$ cat src/rtl/pipe_stage_reg.sv
// rtl/pipe_stage_reg.sv - pipeline stage register, valid/ready with halt/flush; optional skid via PIPE_STAGE_SKID_EN
module pipe_stage_reg #(
    parameter int DATA_W = 32,
    parameter int CTRL_W = 8
) (
    input  logic              clk,
    input  logic              rst,
    input  logic              halt_sys,
    input  logic              flush,
    input  logic              in_valid,
    output logic              in_ready,
    input  logic [DATA_W-1:0] in_data,
    input  logic [CTRL_W-1:0] in_ctrl,
    output logic              out_valid,
    input  logic              out_ready,
    output logic [DATA_W-1:0] out_data,
    output logic [CTRL_W-1:0] out_ctrl,
    output logic [1:0]        occupancy
);

    logic              main_valid_q, main_valid_d;
    logic [DATA_W-1:0] main_data_q,  main_data_d;
    logic [CTRL_W-1:0] main_ctrl_q,  main_ctrl_d;
    logic              accept;
    logic              drain;

    // Halt masks the output side; the control bundle is forced to zero on any bubble
    assign out_valid = main_valid_q & ~halt_sys;
    assign out_data  = main_data_q;
    assign out_ctrl  = out_valid ? main_ctrl_q : '0;
    assign drain     = out_valid & out_ready;
    assign accept    = in_valid & in_ready;

`ifdef PIPE_STAGE_SKID_EN
    logic              skid_valid_q, skid_valid_d;
    logic [DATA_W-1:0] skid_data_q,  skid_data_d;
    logic [CTRL_W-1:0] skid_ctrl_q,  skid_ctrl_d;

    // in_ready depends only on registered state, cutting the out_ready path
    assign in_ready  = ~skid_valid_q & ~halt_sys & ~rst;
    assign occupancy = {1'b0, main_valid_q} + {1'b0, skid_valid_q};

    // Next-state for main and skid entries
    always_comb begin
        main_valid_d = main_valid_q;
        main_data_d  = main_data_q;
        main_ctrl_d  = main_ctrl_q;
        skid_valid_d = skid_valid_q;
        skid_data_d  = skid_data_q;
        skid_ctrl_d  = skid_ctrl_q;
        if (flush) begin
            main_valid_d = 1'b0;
            skid_valid_d = 1'b0;
        end else if (drain && skid_valid_q) begin
            // skid full means in_ready is low, so nothing is accepted here
            main_data_d  = skid_data_q;
            main_ctrl_d  = skid_ctrl_q;
            skid_valid_d = 1'b0;
        end else if (accept && (!main_valid_q || drain)) begin
            main_valid_d = 1'b1;
            main_data_d  = in_data;
            main_ctrl_d  = in_ctrl;
        end else if (accept) begin
            skid_valid_d = 1'b1;
            skid_data_d  = in_data;
            skid_ctrl_d  = in_ctrl;
        end else if (drain) begin
            main_valid_d = 1'b0;
        end
    end

    // Skid register with synchronous reset
    always_ff @(posedge clk) begin
        if (rst) begin
            skid_valid_q <= 1'b0;
            skid_data_q  <= '0;
            skid_ctrl_q  <= '0;
        end else begin
            skid_valid_q <= skid_valid_d;
            skid_data_q  <= skid_data_d;
            skid_ctrl_q  <= skid_ctrl_d;
        end
    end
`else
    // Single entry: may accept when empty or when the held entry leaves this cycle
    assign in_ready  = (~main_valid_q | out_ready) & ~halt_sys & ~rst;
    assign occupancy = {1'b0, main_valid_q};

    // Next-state for the main entry
    always_comb begin
        main_valid_d = main_valid_q;
        main_data_d  = main_data_q;
        main_ctrl_d  = main_ctrl_q;
        if (flush) begin
            main_valid_d = 1'b0;
        end else if (accept) begin
            main_valid_d = 1'b1;
            main_data_d  = in_data;
            main_ctrl_d  = in_ctrl;
        end else if (drain) begin
            main_valid_d = 1'b0;
        end
    end
`endif

    // Main register with synchronous reset
    always_ff @(posedge clk) begin
        if (rst) begin
            main_valid_q <= 1'b0;
            main_data_q  <= '0;
            main_ctrl_q  <= '0;
        end else begin
            main_valid_q <= main_valid_d;
            main_data_q  <= main_data_d;
            main_ctrl_q  <= main_ctrl_d;
        end
    end

endmodule
$ cat config.mk
export PLATFORM = sky130hd
export DESIGN_NAME = pipe_stage_reg
export DESIGN_NICKNAME = d
export VERILOG_FILES = /design/src/rtl/pipe_stage_reg.sv
export SDC_FILE = /design/constraint.sdc
export NUM_CORES = 1
export LEC_CHECK = 0
export ABC_AREA = 0
export CAP_MARGIN = 0
export CORE_ASPECT_RATIO = 2
export CORE_MARGIN = 10
export CORE_UTILIZATION = 41
export CTS_CLUSTER_DIAMETER = 60
export DETAILED_ROUTE_END_ITERATION = 16
export GPL_ROUTABILITY_DRIVEN = 1
export PLACE_DENSITY = 0.79
export SYNTH_ARGS = -nofsm -noshare
export SYNTH_HDL_FRONTEND = slang
export SYNTH_SLANG_ARGS = --single-unit
export TNS_END_PERCENT = 50
$ cat constraint.sdc
create_clock -name clk -period 1.3 [get_ports clk]
set_input_delay 0.26 -clock clk [delete_from_list [all_inputs] [get_ports clk]]
set_output_delay 0.26 -clock clk [all_outputs]
set_load 0.03 [all_outputs]
; Word level (Yosys, flattened, before mapping)
; Cells that the tools add are included.
[word_totals]
out_inout_bits = 44
ff_bits = 41
inputBits = 46
word_cells = 19
[classes]
n_reduce_logical = 3
mux = 3
bitwise = 10
[ops]
columns = operator, n
row1 = 2-to-1 mux 8 bit, 1
row2 = bitwise AND 1 bit, 5
row3 = inverter 1 bit, 4
row4 = 2-to-1 mux 1 bit, 2
row5 = AND reduction 2 bit, 1
row6 = nonzero test 2 bit, 1
row7 = OR reduction 2 bit, 1
row8 = bitwise OR 1 bit, 1

; Logic depth before layout (Yosys ltp)
[depth]
depth_word = 6
ltp_mapped = 5
mapped_depth_nobuf = 3

; Least setup slack after synthesis
; OpenSTA, ideal clock, no wires.
[synth_path]
path_type = reg2out
start = reg main_valid_q
end = out out_ctrl[0]
required_ps = 1040
path_slack_ps = -216
path_buffers = 1
arrival_time_ps = 1256
path_stages_with_launch = 4
cell_sequence = dfxtp_1 > nor2b_1 > clkbuf_1 > and2_1
[synth_between]
elab_chain_cells = 2
[synth_lines]
columns = item, line
row1 = from (decl), 21  ; logic main_valid_q, main_valid_d;
row2 = from (signal assigned), 113  ; main_valid_q <= main_valid_d;
row3 = bitwise AND 1 bit, 28  ; assign out_valid = main_valid_q & ~halt_sys;
row4 = net out_valid, 14  ; output logic out_valid,
row5 = 2-to-1 mux 8 bit, 30  ; assign out_ctrl = out_valid ? main_ctrl_q : '0;
row6 = to (decl), 17  ; output logic [CTRL_W-1:0] out_ctrl,
; The timed path passes the listed nets, and every way through them passes these cells.

; Worst setup path after layout
[layout_path]
start = reg main_valid_q
end = out out_ctrl[5]
[layout_between]
elab_chain_cells = 2
[layout_lines]
columns = item, line
row1 = bitwise AND 1 bit, 28
row2 = 2-to-1 mux 8 bit, 30
; No other way between the ends.

==> results.toml <==
[layout]
n_antenna_cell = 0
fin_nets = 349
layout_commonest_cell = "clkdlybuf4s50_1"
final_cells = 359
drive_gt1_frac = 0.289
syn_to_final_growth_pct = 62.2
final_cell_mix = "41 x clkdlybuf4s50_1, 40 x nand4_1, 40 x nand2_1, 40 x dfxtp_1, 30 x o311ai_1"
stdcell_area_sq_um = 3120

[clocking]
clk_path_buf_depth = 2
cts_tree = "done"
clock_sinks = 41
path_clk_slew_ns = 0.07
cts_buffers = 5
clock_latency_ns = 0.28
clock_tree.root_cell = "clkbuf_8"
cts_max_level = 2

[worst_setup_path]
crit_start = "main_valid_q$_SDFFE_PP0P_"
cp.required_ns = 1.04
r2r-start = "main_valid_q$_SDFFE_PP0P_"
critPathMaxFanout = 7
rrSetupSlack_ns = 0.03
start_kind = "flip-flop"
worstSetupEndpointType = "output port"
crit_type = "flip-flop to output port"
crit_arrival_ns = 1.29

[floorplan]
design.die.area_sq_um = 8000
pin_count = 90
start_util = 0.418
die_h_um = 117
die-width_um = 68.4
coreArea_sq_um = 4600
rows = 35

[worst_hold_path]
hold_path_startpoint = "flush"
hold_path.class = "input port to flip-flop"

[timing]
worst_slack_ns = -0.252
finalHoldViolations = 0
finalCriticalPeriod_ns = 1.55
finalSetupViolCount = 10
fmax_ghz = 0.644
finalClockSkew_ns = 0.00389
finalCritPeriodShare = 1.19
slew_viol_final = 0
rsz0062_at_grt = "yes"

[placement]
hpwl_mm = 4.74
dpl_cell_area_sq_um = 2880
gp_congestion = 0.778
place_ws_ns = -0.767
dp.cells = 344
io_buffers = 88

[power_and_ir_drop]
p_total_mw = 2.67
powerDensity_nw_per_um2 = 857
p_leak_nw = 1.36
ir_worst_vdd_uv = 841

[job]
cap_violations = 0

[drt]
wl_per_cell_um = 19.8
drt_iter0_markers = 116
vias = 2089
postRouteWirelength_mm = 7.11
drc = 0
viasPerCell = 5.82
ant_nets = 0
firstDrtPassIters = 4

[grt]
grt_overflow = 0
grt_pass1_wl_mm = 10.9
grt_pass1_vias = 2098
antenna_found_initial = 0
track_usage = 0.176
grt_max_degree = 32

[yosys]
ys_seq_area_frac = 0.427
ys_warn_count = 0
syn_nets = 260
yosys_register_bits = 41
netlist_instances = 214
netlist_area_sq_um = 1920
avgSynthCellArea_sq_um = 8.99
yosys.area.top_type_share = 0.427
ys_top_cells_by_area = "dfxtp_1 43%, o311ai_1 17%, nand4_1 13%"
synth_top_cell_by_area = "dfxtp_1"
yosysUniqueCellTypes = 21

[run_status]
status = "finished with violations"
violations = "setup timing"
==> synth_stat cells <==
cell / count
nor2b_1: 2
and2b_1: 1
nor2b_4: 1
dfxtp_1: 41
clkbuf_1: 1
nand2_1: 40
conb_1: 1
nand2b_1: 2
buf_6: 5
clkbuf_2: 1
o311ai_1: 38
and2_1: 8
nor3_1: 2
nor2_2: 1
inv_1: 1
o311ai_2: 2
buf_4: 3
nand2b_4: 1
nand4_1: 40
buf_2: 22
a21oi_1: 1
==> worst max-delay path: stages (launching register included) <==
cell and delay (ns):
dfxtp_4 0.35, buf_6 0.09, nor2b_4 0.16, buf_6 0.14, and2_4 0.14, buf_6 0.13
==> repair_timing <==
action                     in CTS  in global routing
hold buffers                    0                  0
gates cloned                    2                  1
setup endpoints to repair      73                 70
hold endpoints to repair        0                  0
setup buffers                   3                  1
resized for setup              59                 39
pin swaps                       8                  0
==> stage by stage <==
stage,hold slack [ns],setup TNS [ns],utilization
floorplan,0.337,-0.124,-
global placement,0.445,-23.84,0.627
detailed placement,0.452,-24.36,0.627
CTS,0.464,-2.35,0.668
global route,0.325,-2.90,0.678
finish,0.327,-2.32,0.678
==> layout make-up <==
| type | instances | area [sq um] |
|---|---|---|
| fill | 398 | 1480 |
| sequential | 41 | 825 |
| clock buffer | 8 | 80.1 |
| tap | 55 | 68.8 |
| multi-input combinational | 143 | 1030 |
| inverter | 1 | 3.75 |
| timing repair buffer | 111 | 1110 |
==> worst paths after layout <==
kind / to / depth (start not counted)
min: main_valid_q$_SDFFE_PP0P_ / 3
max: out_ctrl[5] / 5
max reg2reg: out_data[18]$_SDFFE_PP0P_ / 5
min reg2reg: out_data[5]$_SDFFE_PP0P_ / 2
==> kinds of logic (layout without fill, tap and decap cells) <==
group                  after synthesis  in the layout  share of synthesized area
and+or+nand+nor                     98            101                      0.274
AOI/OAI and AO/OA                   41             41                      0.193
DFF                                 41             41                      0.427
buffers and inverters               33            120                      0.105
other                                1              1                    0.00195
==> where the power goes <==
group | switching (mW) | leakage [nW] | internal (mW)
clock network | 0.411 | 0.0395 | 0.382
registers | 0.0261 | 0.334 | 1.30
logic | 0.294 | 0.987 | 0.262
==> routing by layer <==
layer / wire [um] / up-vias / GRT usage / share of wire
li1: - / 997 / - / -
met1: 2550 / 1023 / 0.188 / 0.36
met2: 4090 / 61 / 0.322 / 0.58
met3: 320 / 8 / 0.0353 / 0.045
met4: 146 / 0 / 0.0594 / 0.021
met5: 0 / - / 0 / 0
==> flip-flops by register name, indices dropped and copies added (netlist names) <==
signal        cells
main_ctrl_q       8
main_valid_q      1
out_data         32
Note: power is estimated with default switching activity, not from simulation.
